### config.mk
export PLATFORM = sky130hd
export DESIGN_NAME = mean_window_accum
export DESIGN_NICKNAME = d
export VERILOG_FILES = /design/src/rtl/mean_window_accum.sv
export SDC_FILE = /design/constraint.sdc
export NUM_CORES = 1
export LEC_CHECK = 0
export BUFFER_PORTS_ARGS = -buffer_cell sky130_fd_sc_hd__buf_2
export CORE_ASPECT_RATIO = 0.75
export CORE_UTILIZATION = 60
export CTS_CLUSTER_DIAMETER = 80
export DETAILED_ROUTE_END_ITERATION = 7
export GPL_ROUTABILITY_DRIVEN = 0
export GPL_TIMING_DRIVEN = 0
export PLACE_DENSITY = 0.79
export SKIP_CTS_REPAIR_TIMING = 1
export SKIP_LAST_GASP = 1
export SYNTH_ARGS = -nofsm -noshare
export SYNTH_HDL_FRONTEND = slang
export SYNTH_SLANG_ARGS = --single-unit
export TNS_END_PERCENT = 100
### constraint.sdc
create_clock -name clk -period 4.3 [get_ports clk]
set_clock_uncertainty 0.05 [all_clocks]
set_input_delay 0 -clock clk [delete_from_list [all_inputs] [get_ports clk]]
set_output_delay 0 -clock clk [all_outputs]
set_load 0.005 [all_outputs]
### src/rtl/mean_window_accum.sv
// Sliding-window mean over the last 2**LOG2_N accepted samples; 1 clk acc->out_valid, in_ready = ~out_valid | out_ready.
// Optional feature: `define MEAN_ROUND_EN for round-half-up means (default build truncates).
module mean_window_accum #(
  parameter int DW     = 8,
  parameter int LOG2_N = 3
) (
  input  logic              clk,
  input  logic              rst_n,
  input  logic              clear,
  input  logic              in_valid,
  output logic              in_ready,
  input  logic [DW-1:0]     in_data,
  output logic              out_valid,
  input  logic              out_ready,
  output logic [DW-1:0]     out_data,
  output logic              warm,
  output logic [LOG2_N:0]   fill_cnt
);

  localparam int N  = 1 << LOG2_N;
  localparam int SW = DW + LOG2_N;

  typedef enum logic {FILL, RUN} state_t;

  state_t            state_q;
  logic [SW-1:0]     sum_q, sum_d;
  logic [LOG2_N-1:0] wr_ptr_q;
  logic [LOG2_N:0]   fill_q, fill_d;
  logic              out_valid_q, warm_q;
  logic [DW-1:0]     out_data_q;
  logic [DW-1:0]     win_q [N];
  logic              acc;
  logic [DW-1:0]     old_dat, mean_d;

  assign in_ready = ~out_valid_q | out_ready;
  assign acc      = in_valid & in_ready;

  // During FILL the slot under wr_ptr has never been summed, so nothing leaves the window.
  assign old_dat = (state_q == RUN) ? win_q[wr_ptr_q] : '0;
  assign sum_d   = sum_q + SW'(in_data) - SW'(old_dat);
  assign fill_d  = fill_q + (LOG2_N+1)'(1);

`ifdef MEAN_ROUND_EN
  logic [SW-1:0] rnd_sum;
  assign rnd_sum = sum_d + SW'(N / 2);
  assign mean_d  = DW'(rnd_sum >> LOG2_N);
`else
  assign mean_d  = DW'(sum_d >> LOG2_N);
`endif

  always_ff @(posedge clk) begin
    if (acc && !clear) win_q[wr_ptr_q] <= in_data;
  end

  always_ff @(posedge clk or negedge rst_n) begin
    if (!rst_n) begin
      state_q     <= FILL;
      sum_q       <= '0;
      wr_ptr_q    <= '0;
      fill_q      <= '0;
      out_valid_q <= 1'b0;
      out_data_q  <= '0;
      warm_q      <= 1'b0;
    end else if (clear) begin
      state_q     <= FILL;
      sum_q       <= '0;
      wr_ptr_q    <= '0;
      fill_q      <= '0;
      out_valid_q <= 1'b0;
      warm_q      <= 1'b0;
    end else begin
      if (out_ready) out_valid_q <= 1'b0;
      if (acc) begin
        sum_q    <= sum_d;
        wr_ptr_q <= wr_ptr_q + LOG2_N'(1);
        case (state_q)
          FILL: begin
            fill_q <= fill_d;
            if (fill_d == (LOG2_N+1)'(N)) begin
              state_q     <= RUN;
              warm_q      <= 1'b1;
              out_valid_q <= 1'b1;
              out_data_q  <= mean_d;
            end
          end
          RUN: begin
            out_valid_q <= 1'b1;
            out_data_q  <= mean_d;
          end
          default: state_q <= FILL;
        endcase
      end
    end
  end

  assign out_valid = out_valid_q;
  assign out_data  = out_data_q;
  assign warm      = warm_q;
  assign fill_cnt  = fill_q;

endmodule

==> results of run 1 <==
sequential cells by signal, indices dropped and copies added, names as in the netlist:
signal / cells
out_valid: 1
warm: 1
win_q: 64
sum_q: 11
wr_ptr_q: 3
fill_cnt: 4
out_data: 8
state_q: 1
Yosys cell counts (2+ instances only):
library cell / n / area (µm²)
nor2_1: 27 / 101
buf_2: 4 / 20.0
o31ai_1: 2 / 15.0
mux4_2: 10 / 225
o21a_1: 7 / 52.6
o21ai_0: 6 / 30.0
nand3b_1: 4 / 30.0
ha_1: 13 / 163
xor2_1: 3 / 26.3
o22ai_1: 3 / 18.8
a211oi_1: 2 / 15.0
a31oi_1: 4 / 25.0
clkbuf_1: 8 / 30.0
nand2b_1: 5 / 31.3
xnor2_1: 3 / 26.3
inv_1: 39 / 146
a21oi_2: 3 / 26.3
edfxtp_1: 64 / 1920
a22oi_1: 3 / 22.5
nand4_1: 2 / 12.5
a21o_1: 7 / 52.6
dfrtp_1: 29 / 726
o211ai_1: 2 / 15.0
or4_1: 3 / 22.5
fa_1: 8 / 160
nor3_1: 9 / 45.0
nand2_1: 31 / 116
o41ai_1: 2 / 17.5
mux2i_1: 12 / 120
nand3_1: 7 / 35.0
o311ai_1: 2 / 17.5
a21oi_1: 15 / 75.1
mux2_2: 4 / 45.0
nor2b_1: 10 / 62.6
power breakdown:
group | switching (mW) | internal, mW
logic | 0.344 | 0.252
registers | 0.0240 | 0.995
clock network | 0.332 | 0.225
path summary, 6_finish.rpt:
kind | startpoint | slack [ns] | end | cells after the start
max | wr_ptr_q[0] | 0.20 | sum_q[10] | 16
min | rst_n | 0.15 | out_data[4] | 2
max reg2reg | wr_ptr_q[0] | 0.20 | sum_q[10] | 16
min reg2reg | out_data[5] | 0.43 | out_data[5] | 2
max in group asynchronous | rst_n | 3.62 | sum_q[9] | 2
min in group clk | out_ready | 0.28 | sum_q[7] | 4
metal layers:
layer	part of all wire	GRT usage	wire, µm
met1	0.44	0.376	4120
met2	0.46	0.383	4310
met3	0.087	0.0640	817
met4	0.013	0.0732	120
met5	0	0	0
logic make-up after synthesis:
kind of cell               Yosys count  share of synthesized area
AOI/OAI and AO/OA                   67                      0.101
xor gates and xnor gates             6                     0.0114
adders and majority gates           21                     0.0699
buffers and inverters               54                     0.0466
DFF                                 93                      0.574
muxes                               27                     0.0870
and+or+nand+nor                    103                      0.110
metrics by stage:
step	area [µm²]	worst slack, ns	std cells	utilization
finish	5200	0.203	527	0.703
global route	5200	0.0344	527	0.703
CTS	5070	0.105	515	0.685
detailed placement	4880	0.129	499	0.659
global placement	4880	0.239	499	0.659
floorplan	4620	0.627	371	-
area by class of cell:
type                       instances  area [µm²]  share of cell area
sequential                        93        2650               0.509
multi-input combinational        224        1760               0.339
timing repair buffer              39         255              0.0491
inverter                          40         150              0.0289
tap                              101         126              0.0243
clock buffer                       9         124              0.0238
buffer                            14        70.1              0.0135
clock inverter                     7        66.3              0.0127
==> impl_metrics.py, run 1 <==
metrics = {
    "hold_path": {
        "hp-class": "in2async",
    },
    "drt": {
        "drtIter0Drc": 293,
        "drc": 0,
        "ant_nets": 0,
        "wire_per_inst_um": 17.8,
        "firstDrtPassIters": 5,
        "routed_via_density": 5.87,
        "num_vias": 3095,
        "routed_wl_mm": 9.37,
    },
    "timing": {
        "fin_crit_ns": 4.10,
        "rsz0062_at_grt": "no",
        "period_share": 0.953,
        "fin_setup_tns_ns": 0,
        "max_clock_freq_mhz": 244,
        "worst_pin_slew_ns": 0.983,
        "setup_viol": 0,
        "hold_violations": 0,
        "holdWs_ns": 0.152,
        "relSlewSlack": 0.342,
        "slew_violations": 0,
    },
    "critical_path": {
        "path_class": "reg2reg",
        "path_max_fanout": 10,
        "path_delay_family": "compound AO/OA/AOI/OAI gates",
        "cp.required_ns": 4.50,
        "crit_slowest_cell": "fa_1",
        "start_kind": "register",
        "cp.arrival_ns": 4.30,
        "cp-end-kind": "register",
        "path_cells": "clkbuf_4 > buf_2 > mux2_2 > a22oi_1 > o22ai_1 > o21a_1 > ha_1 > inv_1 > ha_1 > inv_1 > fa_1 > nor2b_4 > o31a_1 > nor4b_2 > a2111oi_2 > mux2_1",
        "path_buf_inv": 4,
        "cp_slowest_stage_delay_ns": 0.43,
    },
    "floorplan": {
        "ios": 28,
        "die_width_um": 103,
        "die_h_um": 78.0,
        "design.die.area_mm2": 0.00805,
        "num_rows": 27,
        "initial_core_util": 0.624,
        "core_mm2": 0.00740,
    },
    "power_and_ir_drop": {
        "power_mw": 2.17,
        "p_leak_nw": 2.11,
        "pwr_density_cell_mw_per_mm2": 418,
        "vdd_drop_max_uv": 236,
    },
    "status": {
        "status": "finished, final reports clean",
    },
    "logic_synthesis": {
        "ys_async_sr_fraction": 0.312,
        "synth_edf_count": 64,
        "ys_ff_latch": 93,
        "synth_area_per_cell_um2": 12.4,
        "synth_flop_cell": "edfxtp_1",
        "synth_warnings": 0,
        "syn-num-nets": 405,
        "synth_seq_area_share": 0.574,
        "syn_inst": 371,
        "synth_cell_types": 52,
        "syn_area_mm2": 0.00462,
    },
    "finish": {
        "diodes": 0,
        "n_fill_cell": 536,
        "drive_above_1_share": 0.176,
        "final_cell_mix": "edfxtp_1, inv_1, nand2_1",
        "syn_to_final_growth_pct": 12.7,
        "nNetsFinal": 455,
        "layout_commonest_cell": "edfxtp_1",
    },
    "place": {
        "dpl.hpwl_mm": 6.49,
        "port_buffers": 27,
    },
    "grt": {
        "grt_overflow_total": 0,
        "grt_first_pass_wirelength_mm": 14.7,
        "track_usage": 0.257,
        "grt_max_degree": 30,
        "grt_pass1_vias": 2939,
        "antenna_found_initial": 0,
    },
    "cts": {
        "clock_sinks": 93,
        "cts_root_buf": "clkbuf_8",
        "cts_made_buffers": 9,
        "clock_latency_ns": 0.36,
        "clock_path_buffers": 2,
        "cts-htree-levels": 3,
        "tritoncts": "yes",
        "clkSlewWorstSetupHoldPaths_ns": 0.10,
    },
    "flow_run": {
        "maxCapViolCount": 0,
    },
}
Power figures use the tool's default switching activity.
==> inputs of run 2 (changes only) <==
CTS_BUF_LIST = sky130_fd_sc_hd__clkbuf_4   (was default)
==> impl_metrics.py, run 2 (same netlist as run 1, synthesis figures left out) <==
metrics = {
    "critical_path": {
        "path_delay_family": "compound AO/OA/AOI/OAI gates",
        "path_max_fanout": 10,
        "crit_slowest_cell": "fa_1",
        "cp-end-kind": "register",
        "r2r_end": "sum_q[10]",
        "cp.arrival_ns": 4.39,
        "cp.required_ns": 4.59,
        "r2r_start": "wr_ptr_q[0]",
        "cp_slowest_stage_delay_ns": 0.43,
        "r2r_slack_ns": 0.20,
        "path_cells": "clkbuf_4 > buf_2 > mux2_2 > a22oi_1 > o22ai_1 > o21a_1 > ha_1 > inv_1 > ha_1 > inv_1 > fa_1 > nor2b_4 > o31a_1 > nor4b_2 > a2111oi_2 > mux2_1",
        "reg2reg_depth": 16,
        "path_class": "reg2reg",
        "start_kind": "register",
        "path_buf_inv": 4,
    },
    "finish": {
        "final_cell_mix": "edfxtp_1, inv_1, nand2_1",
        "utilization": 0.696,
        "layout_commonest_cell": "edfxtp_1",
        "nNetsFinal": 455,
        "syn_to_final_growth_pct": 11.5,
        "top_register": "win_q",
        "diodes": 0,
        "largest_register_ffs": 64,
        "drive_above_1_share": 0.176,
    },
    "cts": {
        "cts_root_buf": "clkbuf_4",
        "clock_path_buffers": 2,
        "clock_latency_ns": 0.43,
        "clkSlewWorstSetupHoldPaths_ns": 0.16,
        "tritoncts": "yes",
        "cts-htree-levels": 3,
        "cts_made_buffers": 9,
        "clock_sinks": 93,
    },
    "timing": {
        "hold_violations": 0,
        "relSlewSlack": 0.349,
        "slew_violations": 0,
        "max_clock_freq_mhz": 244,
        "fin_crit_ns": 4.10,
        "rsz0062_at_grt": "no",
        "worst_pin_slew_ns": 0.972,
        "fin_setup_tns_ns": 0,
        "setup_ws_ns": 0.202,
        "setup_viol": 0,
        "period_share": 0.953,
    },
    "flow_run": {
        "maxCapViolCount": 0,
    },
    "drt": {
        "routed_wl_mm": 9.37,
        "drtIter0Drc": 299,
        "firstDrtPassIters": 5,
        "routed_via_density": 5.81,
        "wire_per_inst_um": 17.8,
        "ant_nets": 0,
        "num_vias": 3060,
        "drc": 0,
    },
    "floorplan": {
        "ios": 28,
        "core_mm2": 0.00740,
        "num_rows": 27,
        "die_width_um": 103,
        "initial_core_util": 0.624,
        "die_h_um": 78.0,
        "design.die.area_mm2": 0.00805,
    },
    "power_and_ir_drop": {
        "power_mw": 2.07,
        "p_leak_nw": 2.08,
        "pwr_density_cell_mw_per_mm2": 401,
        "vdd_drop_max_uv": 206,
    },
    "hold_path": {
        "hp-class": "in2async",
    },
    "grt": {
        "grt_max_degree": 30,
        "antenna_found_initial": 0,
        "track_usage": 0.256,
        "grt_first_pass_wirelength_mm": 14.7,
        "grt_pass1_vias": 2943,
        "grt_overflow_total": 0,
    },
    "place": {
        "dpl.hpwl_mm": 6.49,
        "port_buffers": 27,
        "place_ws_ns": 0.129,
    },
    "status": {
        "status": "finished, final reports clean",
    },
}
==> run 2: cell counts in the layout (fill, tap and decap cells not counted) <==
No cell type changed its count.
==> run 2: worst max-delay path by stage <==
stage | startpoint | to | cells past startpoint | slack, ns
6_report | wr_ptr_q[0] | sum_q[10] | 16 | 0.20
5_1_grt | wr_ptr_q[0] | sum_q[10] | 16 | 0.02
3_3_place_gp | wr_ptr_q[0] | sum_q[10] | 16 | 0.24
4_1_cts | wr_ptr_q[0] | sum_q[10] | 16 | 0.1
2_1_floorplan | wr_ptr_q[0] | sum_q[10] | 16 | 0.63
3_5_place_dp | wr_ptr_q[0] | sum_q[10] | 16 | 0.13
==> run 2: layout make-up <==
type | count | area [µm²]
Fill cell | 542 | 2250
Sequential cell | 93 | 2650
Multi-Input combinational cell | 224 | 1760
Timing Repair Buffer | 39 | 255
Clock buffer | 9 | 67.6
Buffer | 14 | 70.1
Clock inverter | 7 | 66.3
Tap cell | 101 | 126
Inverter | 40 | 150
==> run 2: stage by stage <==
step	area, µm²	std cells	hold WS [ns]
after floorplan	4620	371	-0.346
after global placement	4880	499	0.0160
after detailed placement	4880	499	0.0239
after CTS	5010	515	-0.464
after global routing	5150	527	0.0805
final	5150	527	0.0655
==> run 2: layer usage <==
metal,vias up,wire (µm),GRT usage
li1,1438,-,-
met1,1489,4190,0.376
met2,122,4300,0.381
met3,11,764,0.0631
met4,0,110,0.0732
met5,-,0,0
==> run 2: where the power goes <==
group	switching [mW]	internal (mW)	total, mW
logic	0.340	0.251	0.592
registers	0.0242	0.996	1.02
clock network	0.320	0.134	0.454
